`src/rtl/msdf_pkg.sv`:
```
// Shared types and helpers for the MSDF on-the-fly converter.
// Digit decode, FSM state encoding and Q/QM reset constants.
package msdf_pkg;

  typedef enum logic [1:0] {
    StIdle,
    StSkip,
    StAcc,
    StDone
  } msdf_state_t;

  localparam int QResetVal  = 0;
  localparam int QmResetVal = -1;

  // Rails to a signed digit: (1,0)=+1, (0,1)=-1, (0,0)/(1,1)=0.
  function automatic logic signed [1:0] msdf_decode(input logic p, input logic n);
    case ({p, n})
      2'b10:   return 2'sb01;
      2'b01:   return 2'sb11;
      default: return 2'sb00;
    endcase
  endfunction

endpackage

```
`src/rtl/otf_step.sv`:
```
// Combinational single-digit Q/QM on-the-fly conversion step.
// Appends one radix-2 signed digit without carry propagation.
module otf_step #(
  parameter int unsigned W = 9
) (
  input  logic        [W-1:0] q,
  input  logic        [W-1:0] qm,
  input  logic signed [1:0]   d,
  output logic        [W-1:0] q_next,
  output logic        [W-1:0] qm_next
);

  always_comb begin
    q_next  = {q[W-2:0], 1'b0};
    qm_next = {qm[W-2:0], 1'b1};
    case (d)
      2'sb01: begin
        q_next  = {q[W-2:0], 1'b1};
        qm_next = {q[W-2:0], 1'b0};
      end
      2'sb11: begin
        q_next  = {qm[W-2:0], 1'b1};
        qm_next = {qm[W-2:0], 1'b0};
      end
      default: begin
        q_next  = {q[W-2:0], 1'b0};
        qm_next = {qm[W-2:0], 1'b1};
      end
    endcase
  end

endmodule

```
`src/rtl/msdf_otf_conv.sv`:
```
// MSDF digit stream to parallel two's-complement word, with leading-digit skip.
// Optional MSDF_SKIP_CHECK_EN adds a sticky skip_err flag for misaligned producers.
module msdf_otf_conv
  import msdf_pkg::*;
#(
  parameter int unsigned N    = 8,
  parameter int unsigned SKIP = 3
) (
  input  logic         clk,
  input  logic         rst,
  input  logic         start,
  input  logic         in_p,
  input  logic         in_n,
  input  logic         in_valid,
  output logic         in_ready,
  output logic [N:0]   q,
  output logic         out_valid,
  input  logic         out_ready
`ifdef MSDF_SKIP_CHECK_EN
  ,
  output logic         skip_err
`endif
);

  localparam int unsigned W  = N + 1;
  localparam int unsigned CW = $clog2(SKIP + N + 1);

  msdf_state_t state_q, state_d;
  logic [CW-1:0] cnt_q, cnt_d;
  logic [W-1:0]  q_q, q_d, qm_q, qm_d;

  logic              frame_start;
  logic              active;
  logic              accept;
  logic signed [1:0] digit;
  logic [CW-1:0]     base_cnt, next_cnt;
  logic [W-1:0]      base_q, base_qm, step_q, step_qm;

  assign in_ready  = (state_q != StDone);
  assign out_valid = (state_q == StDone);
  assign q         = q_q;

  // start restarts the frame from any state but DONE; the same-cycle digit is digit 0.
  assign frame_start = start && (state_q != StDone);
  assign active      = frame_start || (state_q == StSkip) || (state_q == StAcc);
  assign accept      = in_valid && in_ready;
  assign digit       = msdf_decode(in_p, in_n);

  assign base_cnt = frame_start ? '0 : cnt_q;
  assign base_q   = frame_start ? W'(QResetVal) : q_q;
  assign base_qm  = frame_start ? W'(QmResetVal) : qm_q;

  otf_step #(
    .W(W)
  ) u_step (
    .q      (base_q),
    .qm     (base_qm),
    .d      (digit),
    .q_next (step_q),
    .qm_next(step_qm)
  );

  always_comb begin
    state_d  = state_q;
    cnt_d    = cnt_q;
    q_d      = q_q;
    qm_d     = qm_q;
    next_cnt = base_cnt;
    if (state_q == StDone) begin
      if (out_ready) begin
        state_d = StIdle;
      end
    end else if (active) begin
      q_d  = base_q;
      qm_d = base_qm;
      if (accept) begin
        next_cnt = base_cnt + CW'(1);
        if (base_cnt >= CW'(SKIP)) begin
          q_d  = step_q;
          qm_d = step_qm;
        end
      end
      cnt_d = next_cnt;
      // Next state follows purely from how many digits of the frame are consumed.
      if (next_cnt == CW'(SKIP + N)) begin
        state_d = StDone;
      end else if (next_cnt >= CW'(SKIP)) begin
        state_d = StAcc;
      end else begin
        state_d = StSkip;
      end
    end
  end

  always_ff @(posedge clk) begin
    if (rst) begin
      state_q <= StIdle;
      cnt_q   <= '0;
      q_q     <= W'(QResetVal);
      qm_q    <= W'(QmResetVal);
    end else begin
      state_q <= state_d;
      cnt_q   <= cnt_d;
      q_q     <= q_d;
      qm_q    <= qm_d;
    end
  end

`ifdef MSDF_SKIP_CHECK_EN
  logic skip_err_q;

  always_ff @(posedge clk) begin
    if (rst) begin
      skip_err_q <= 1'b0;
    end else if (active && accept && (base_cnt < CW'(SKIP)) && (digit != 2'sb00)) begin
      skip_err_q <= 1'b1;
    end
  end

  assign skip_err = skip_err_q;
`endif

endmodule

```
`config.mk`:
```
export PLATFORM = sky130hd
export DESIGN_NAME = msdf_otf_conv
export DESIGN_NICKNAME = d
export VERILOG_FILES = /design/src/rtl/msdf_pkg.sv /design/src/rtl/otf_step.sv /design/src/rtl/msdf_otf_conv.sv
export SDC_FILE = /design/constraint.sdc
export NUM_CORES = 1
export LEC_CHECK = 0
export ABC_AREA = 1
export ABC_CLOCK_PERIOD_IN_PS = 1700
export BUFFER_PORTS_ARGS = -buffer_cell sky130_fd_sc_hd__buf_2
export CAP_MARGIN = 10
export CORE_UTILIZATION = 55
export DETAILED_ROUTE_END_ITERATION = 8
export PLACE_DENSITY = 0.79
export SLEW_MARGIN = 10
export SYNTH_ARGS = -nofsm -noshare
export SYNTH_HDL_FRONTEND = slang
export SYNTH_SLANG_ARGS = --single-unit
```
`constraint.sdc`:
```
create_clock -name clk -period 1.7 [get_ports clk]
set_input_delay 0.17 -clock clk [delete_from_list [all_inputs] [get_ports clk]]
set_output_delay 0.17 -clock clk [all_outputs]
set_load 0.01 [all_outputs]
```
# == Word-level counts from Yosys, hierarchy flattened ==
# Cells that the tools add are included.
# W data, S select, Z words.
# classes
add_sub_neg,1
n_lt_le_gt_ge,2
n_eq_ne,10
mux,18
n_bitwise,1
reduce_logical,7
# op_table
op,n
$mux W9,6
$pmux W9 S2,2
$mux W4,4
$mux W2,5
$eq A2 B2 Y1 const B,4
$ge A4 B2 Y1 const B,2
$eq A2 B1 Y1 const B,3
$add A4 B1 Y4 const B,1
$eq A4 B4 Y1 const B,1
$pmux W2 S2,1
$reduce_and A2 Y1,2
$logic_and A1 B1 Y1,2
$logic_or A1 B1 Y1,2
$ne A2 B1 Y1 const B,1
$ne A2 B2 Y1 const B,1
$reduce_bool A2 Y1,1
$not A1 Y1,1
# totals
ff_bits,24
inputBits,7
wordCells,43

# == Longest topological paths before layout ==
# depth
word_depth,12
mapped_depth,14

# == Cells and area by module ==
# A second synthesis with hierarchy kept.
# hier_totals
hier_cells,269
hier_area_um2,1744.2
# modules_own_cells
module,n_inst,cells_each,area_per_inst_um2
msdf_otf_conv,1,213,1470.2
otf_step,1,56,274.0

# == Least setup slack after synthesis ==
# Ideal clock, no wire load.
# synth_timing
kind,reg-to-reg
from,reg state_q[0]
to,reg qm_q[7]
setup_time_ps,134
arrival_time_ps,1492
slack_ps,74
stages_incl_launch_ff,14
n_path_buf,2
cell_sequence,dfxtp_1 -> nand2_4 -> nand2_4 -> buf_6 -> nand2_1 -> inv_1 -> ha_1 -> inv_1 -> nand3_2 -> nand2_4 -> buf_6 -> a21oi_1 -> o21ai_1 -> nand3_1
# synth_via
elab_chain_len,6
word_cells_on_any_way,17
# synth_lines
element,line,source
from (decl),msdf_otf_conv.sv:28,"msdf_state_t state_q, state_d;"
from (signal assigned),msdf_otf_conv.sv:97,state_q <= StIdle;
from (signal assigned),msdf_otf_conv.sv:102,state_q <= state_d;
$ne A2 B2 Y1 *,msdf_otf_conv.sv:39,assign in_ready = (state_q != StDone);
via in_ready,msdf_otf_conv.sv:15,"output logic in_ready,"
$logic_and A1 B1 Y1,msdf_otf_conv.sv:44,assign frame_start = start && (state_q != StDone);
"$mux W4, or another cell as far along",msdf_otf_conv.sv:49,assign base_cnt = frame_start ? '0 : cnt_q;
$ge A4 B2 Y1 or $pmux W9 S2 (tied branches),"msdf_otf_conv.sv:78, otf_step.sv:16",
$mux W9,msdf_otf_conv.sv:78,if (base_cnt >= CW'(SKIP)) begin
$mux W9,msdf_otf_conv.sv:76,if (accept) begin
to (signal assigned),msdf_otf_conv.sv:100,qm_q <= W'(QmResetVal);
to (signal assigned),msdf_otf_conv.sv:105,qm_q <= qm_d;
to (decl),msdf_otf_conv.sv:30,"logic [W-1:0] q_q, q_d, qm_q, qm_d;"
# The timed path passes the listed nets; every way through them passes the cells marked *.
# A chain may end at the register's enable or synchronous reset.

# == Final worst setup path ==
# layout_timing
from,reg state_q[0]
to,reg q_q[8] (netlist: q[8])
# layout_via
elab_chain_len,6
word_cells_on_any_way,17
# layout_lines
element,line,source
$ne A2 B2 Y1,"msdf_otf_conv.sv:39, msdf_otf_conv.sv:44",
$logic_and A1 B1 Y1,msdf_otf_conv.sv:44,
"$mux W4, or another cell as far along",msdf_otf_conv.sv:49,
$ge A4 B2 Y1 or $pmux W9 S2 (tied branches),"msdf_otf_conv.sv:78, otf_step.sv:16",
$mux W9,msdf_otf_conv.sv:78,
$mux W9,msdf_otf_conv.sv:76,
to (signal assigned),msdf_otf_conv.sv:99,q_q <= W'(QResetVal);
to (signal assigned),msdf_otf_conv.sv:104,q_q <= q_d;
to (decl),msdf_otf_conv.sv:30,
# Parallel ways exist; a longest one is shown, timed or not.

==> run_results.csv <==
group,metric,value,unit
run_status,outcome,"finished, final reports clean",
route,detail_route.vias_per_cell,5.852,
synthesis,syn_nets,222,
synthesis,avgSynthCellArea,6.557,µm²
clock_tree,cts.path.max_buffers,2,
route,wirelength,3786,µm
route,dr.first_iter.drc_count,86,
synthesis,synth.distinct_cells,25,
power,p_int,871.6,µW
power,switching_share,0.3770,
layout,nets,247,
critical_path,crit_arrival,1.92,ns
place,hpwl,2387,µm
floorplan,core_area,0.002297,mm²
global_route,grt_pass1_wl,5623,µm
synthesis,synth.cell_area,0.001390,mm²
timing,fin_crit,1.663,ns
hold_path,holdCritPathClass,"in2reg",
floorplan,start_util,0.6051,
power,clockPowerShare,0.192,
timing,fmax,601.3,MHz
timing,fin_worst_skew,0.005460,ns
synthesis,ys_ff_latch,23,
place,dp.cells,257,
global_route,grtUsageTotal,0.2731,
clock_tree,clkSlewWorstSetupHoldPaths,0.14,ns
clock_tree,ctsHtreeMaxLevel,1,
synthesis,yosys.area.top_type,"dfxtp_1",
critical_path,cp-end-kind,"flop",
layout,post-route-util,0.7032,
synthesis,synth_seq_area_share,0.3312,
critical_path,crit_chain,"nand2_4 > nand2_4 > nand2_1 > inv_1 > ha_1 > inv_2 > nand3_4 > nand2_8 > inv_4 > o21ai_0 > nand2_1 > a21oi_1",
critical_path,cp_slowest_stage_delay,0.36,ns
timing,hold_violations,0,
timing,setup_viol,0,
route,wire_per_inst,14.34,µm
global_route,gr-total-overflow,0,
critical_path,reg2regPathDepth,12,
floorplan,die_area,0.002733,mm²
timing,slew_violations,0,
critical_path,cp.depth,12,
layout,final_common_cell,"nand2_1",
floorplan,row_count,17,
synthesis,synth_top_area_frac,0.3312,
synthesis,synth_area_leaders,"dfxtp_1, nand2_1, a21oi_1",
power,switching_power,527.4,µW
layout,fin_cells,264,
critical_path,path_delay_family,"simple AND/OR/NAND/NOR gates",
power,p_leak,0.0008262,µW
critical_path,crit_buf_inv,3,
route,drt-pass1-iter-count,4,
global_route,antenna_found_initial,0,
clock_tree,numClockSinks,23,
global_route,grt_pass1_vias,1301,
critical_path,worst_setup_path_start_kind,"flop",
layout,synthToLayoutAreaGrowth,16.20,%
critical_path,cp.required,1.96,ns
clock_tree,clockRootBuffer,"clkbuf_4",
timing,finalCritPeriodShare,0.9782,
power,p_seq_frac,0.461,
timing,worst_pin_slew,0.3088,ns
critical_path,critPathMaxFanout,7,
timing,slew_headroom,0.7937,
hold_path,hold_depth,3,
power,ir_worst_vdd,0.5514,mV
route,vias,1545,
power,combinationalPowerShare,0.347,
job,cap_violations,0,
layout,drive_gt1_frac,0.2288,
floorplan,fp.dieH,52.28,µm
floorplan,ios,18,
route,final_antenna_net_count,0,
synthesis,synth_edf_count,0,
clock_tree,cts_tree,"done",
layout,antenna_cells,0,
place,place_congestion,0.8374,
clock_tree,cts_made_buffers,3,
critical_path,cp_slowest_cell,"dfxtp_2",
critical_path,criticalPathCategory,"reg2reg",
synthesis,synthCells,212,
power,p_per_area,866.1,mW/mm²
global_route,grt_max_degree,28,
synthesis,yosysWarnings,0,
synthesis,synthFlopType,"dfxtp_1",
route,drc_errors,0,
layout,most-common-layout-cells,"nand2_1, a21oi_1, dfxtp_1, nor2_1",
place,port-buffer-count,17,
floorplan,die_w,52.28,µm
clock_tree,clkLatencyLatePin,0.31,ns
timing,rsz0062_at_grt,"yes",
timing,tns,0,ns
synthesis,ys_async_sr_fraction,0,
-- state kept, by name, indices dropped and copies added (netlist names) --
register / cells
state_q: 2
cnt_q: 4
q: 9
qm_q: 8
-- synthesized netlist by cell type, types with 3 or more instances --
library cell   n
ha_1           3
inv_1         19
dfxtp_1       23
o21ai_0        8
a21oi_1       21
inv_2          4
o22ai_1       14
clkbuf_1       4
nand2_4        3
nand3_1       10
nand2_1       49
o21ai_1       14
nor2_1        22
buf_6          3
-- final timing paths --
check	start	endpoint	slack (ns)
hold reg to reg	q[8]	q[8]	0.48
setup / recovery	state_q[0]	q[8]	0.04
setup reg to reg	state_q[0]	q[8]	0.04
hold / removal	out_ready	state_q[1]	0.11
-- worst reg2reg max path: stages, from the launching register on --
cell	delay (ns)
dfxtp_2	0.36
nand2_4	0.07
nand2_4	0.06
nand2_1	0.09
inv_1	0.06
ha_1	0.19
inv_2	0.09
nand3_4	0.15
nand2_8	0.14
inv_4	0.06
o21ai_0	0.15
nand2_1	0.07
a21oi_1	0.12
-- power groups by stage --
stage,registers [µW],logic (µW),clock network [µW]
2_1_floorplan,653,320,0
3_3_place_gp,651,419,0
3_5_place_dp,654,431,0
4_1_cts,642,439,262
5_1_grt,652,539,280
6_report,645,486,268
-- cell families after synthesis --
kind of cell,Yosys count,share of synthesized area
flip-flops,23,0.3312
adder cells (fa/ha/maj),3,0.02701
buffers and inverters,32,0.1044
AO/OA/AOI/OAI,60,0.2358
AND/OR/NAND/NOR,93,0.2952
XOR/XNOR,1,0.006302
-- what timing repair did --
item | CTS | global route
setup buffers | 0 | 1
pin swaps | 0 | 3
gates cloned | 0 | 2
endpoints found under the setup margin | 2 | 10
resized for setup | 1 | 10
hold buffers | 0 | 0
-- metal layers --
layer,wire [µm],GRT usage
met1,1614,0.3547
met2,1725,0.4509
met3,349,0.04058
met4,96,0.1096
met5,0,0
-- cell type report --
type	instances	area [µm²]
timing repair buffer	27	160.2
fill	211	681.9
tap	28	35.03
sequential	23	462.9
multi-input combinational	159	838.3
inverter	23	92.59
clock buffer	4	26.28
-- stage by stage --
stage / area (µm²) / setup slack, ns / hold WS (ns) / total power (µW)
2_1_floorplan: 1390 / 0.07390 / 0.3660 / 973.1
3_3_place_gp: 1519 / 0.09848 / 0.4496 / 1069
3_5_place_dp: 1519 / -0.009625 / 0.4560 / 1084
4_1_cts: 1554 / 0.002334 / 0.1216 / 1343
5_1_grt: 1615 / -0.03880 / 0.1369 / 1471
6_report: 1615 / 0.03703 / 0.1107 / 1399
(Power assumes the default switching activity.)
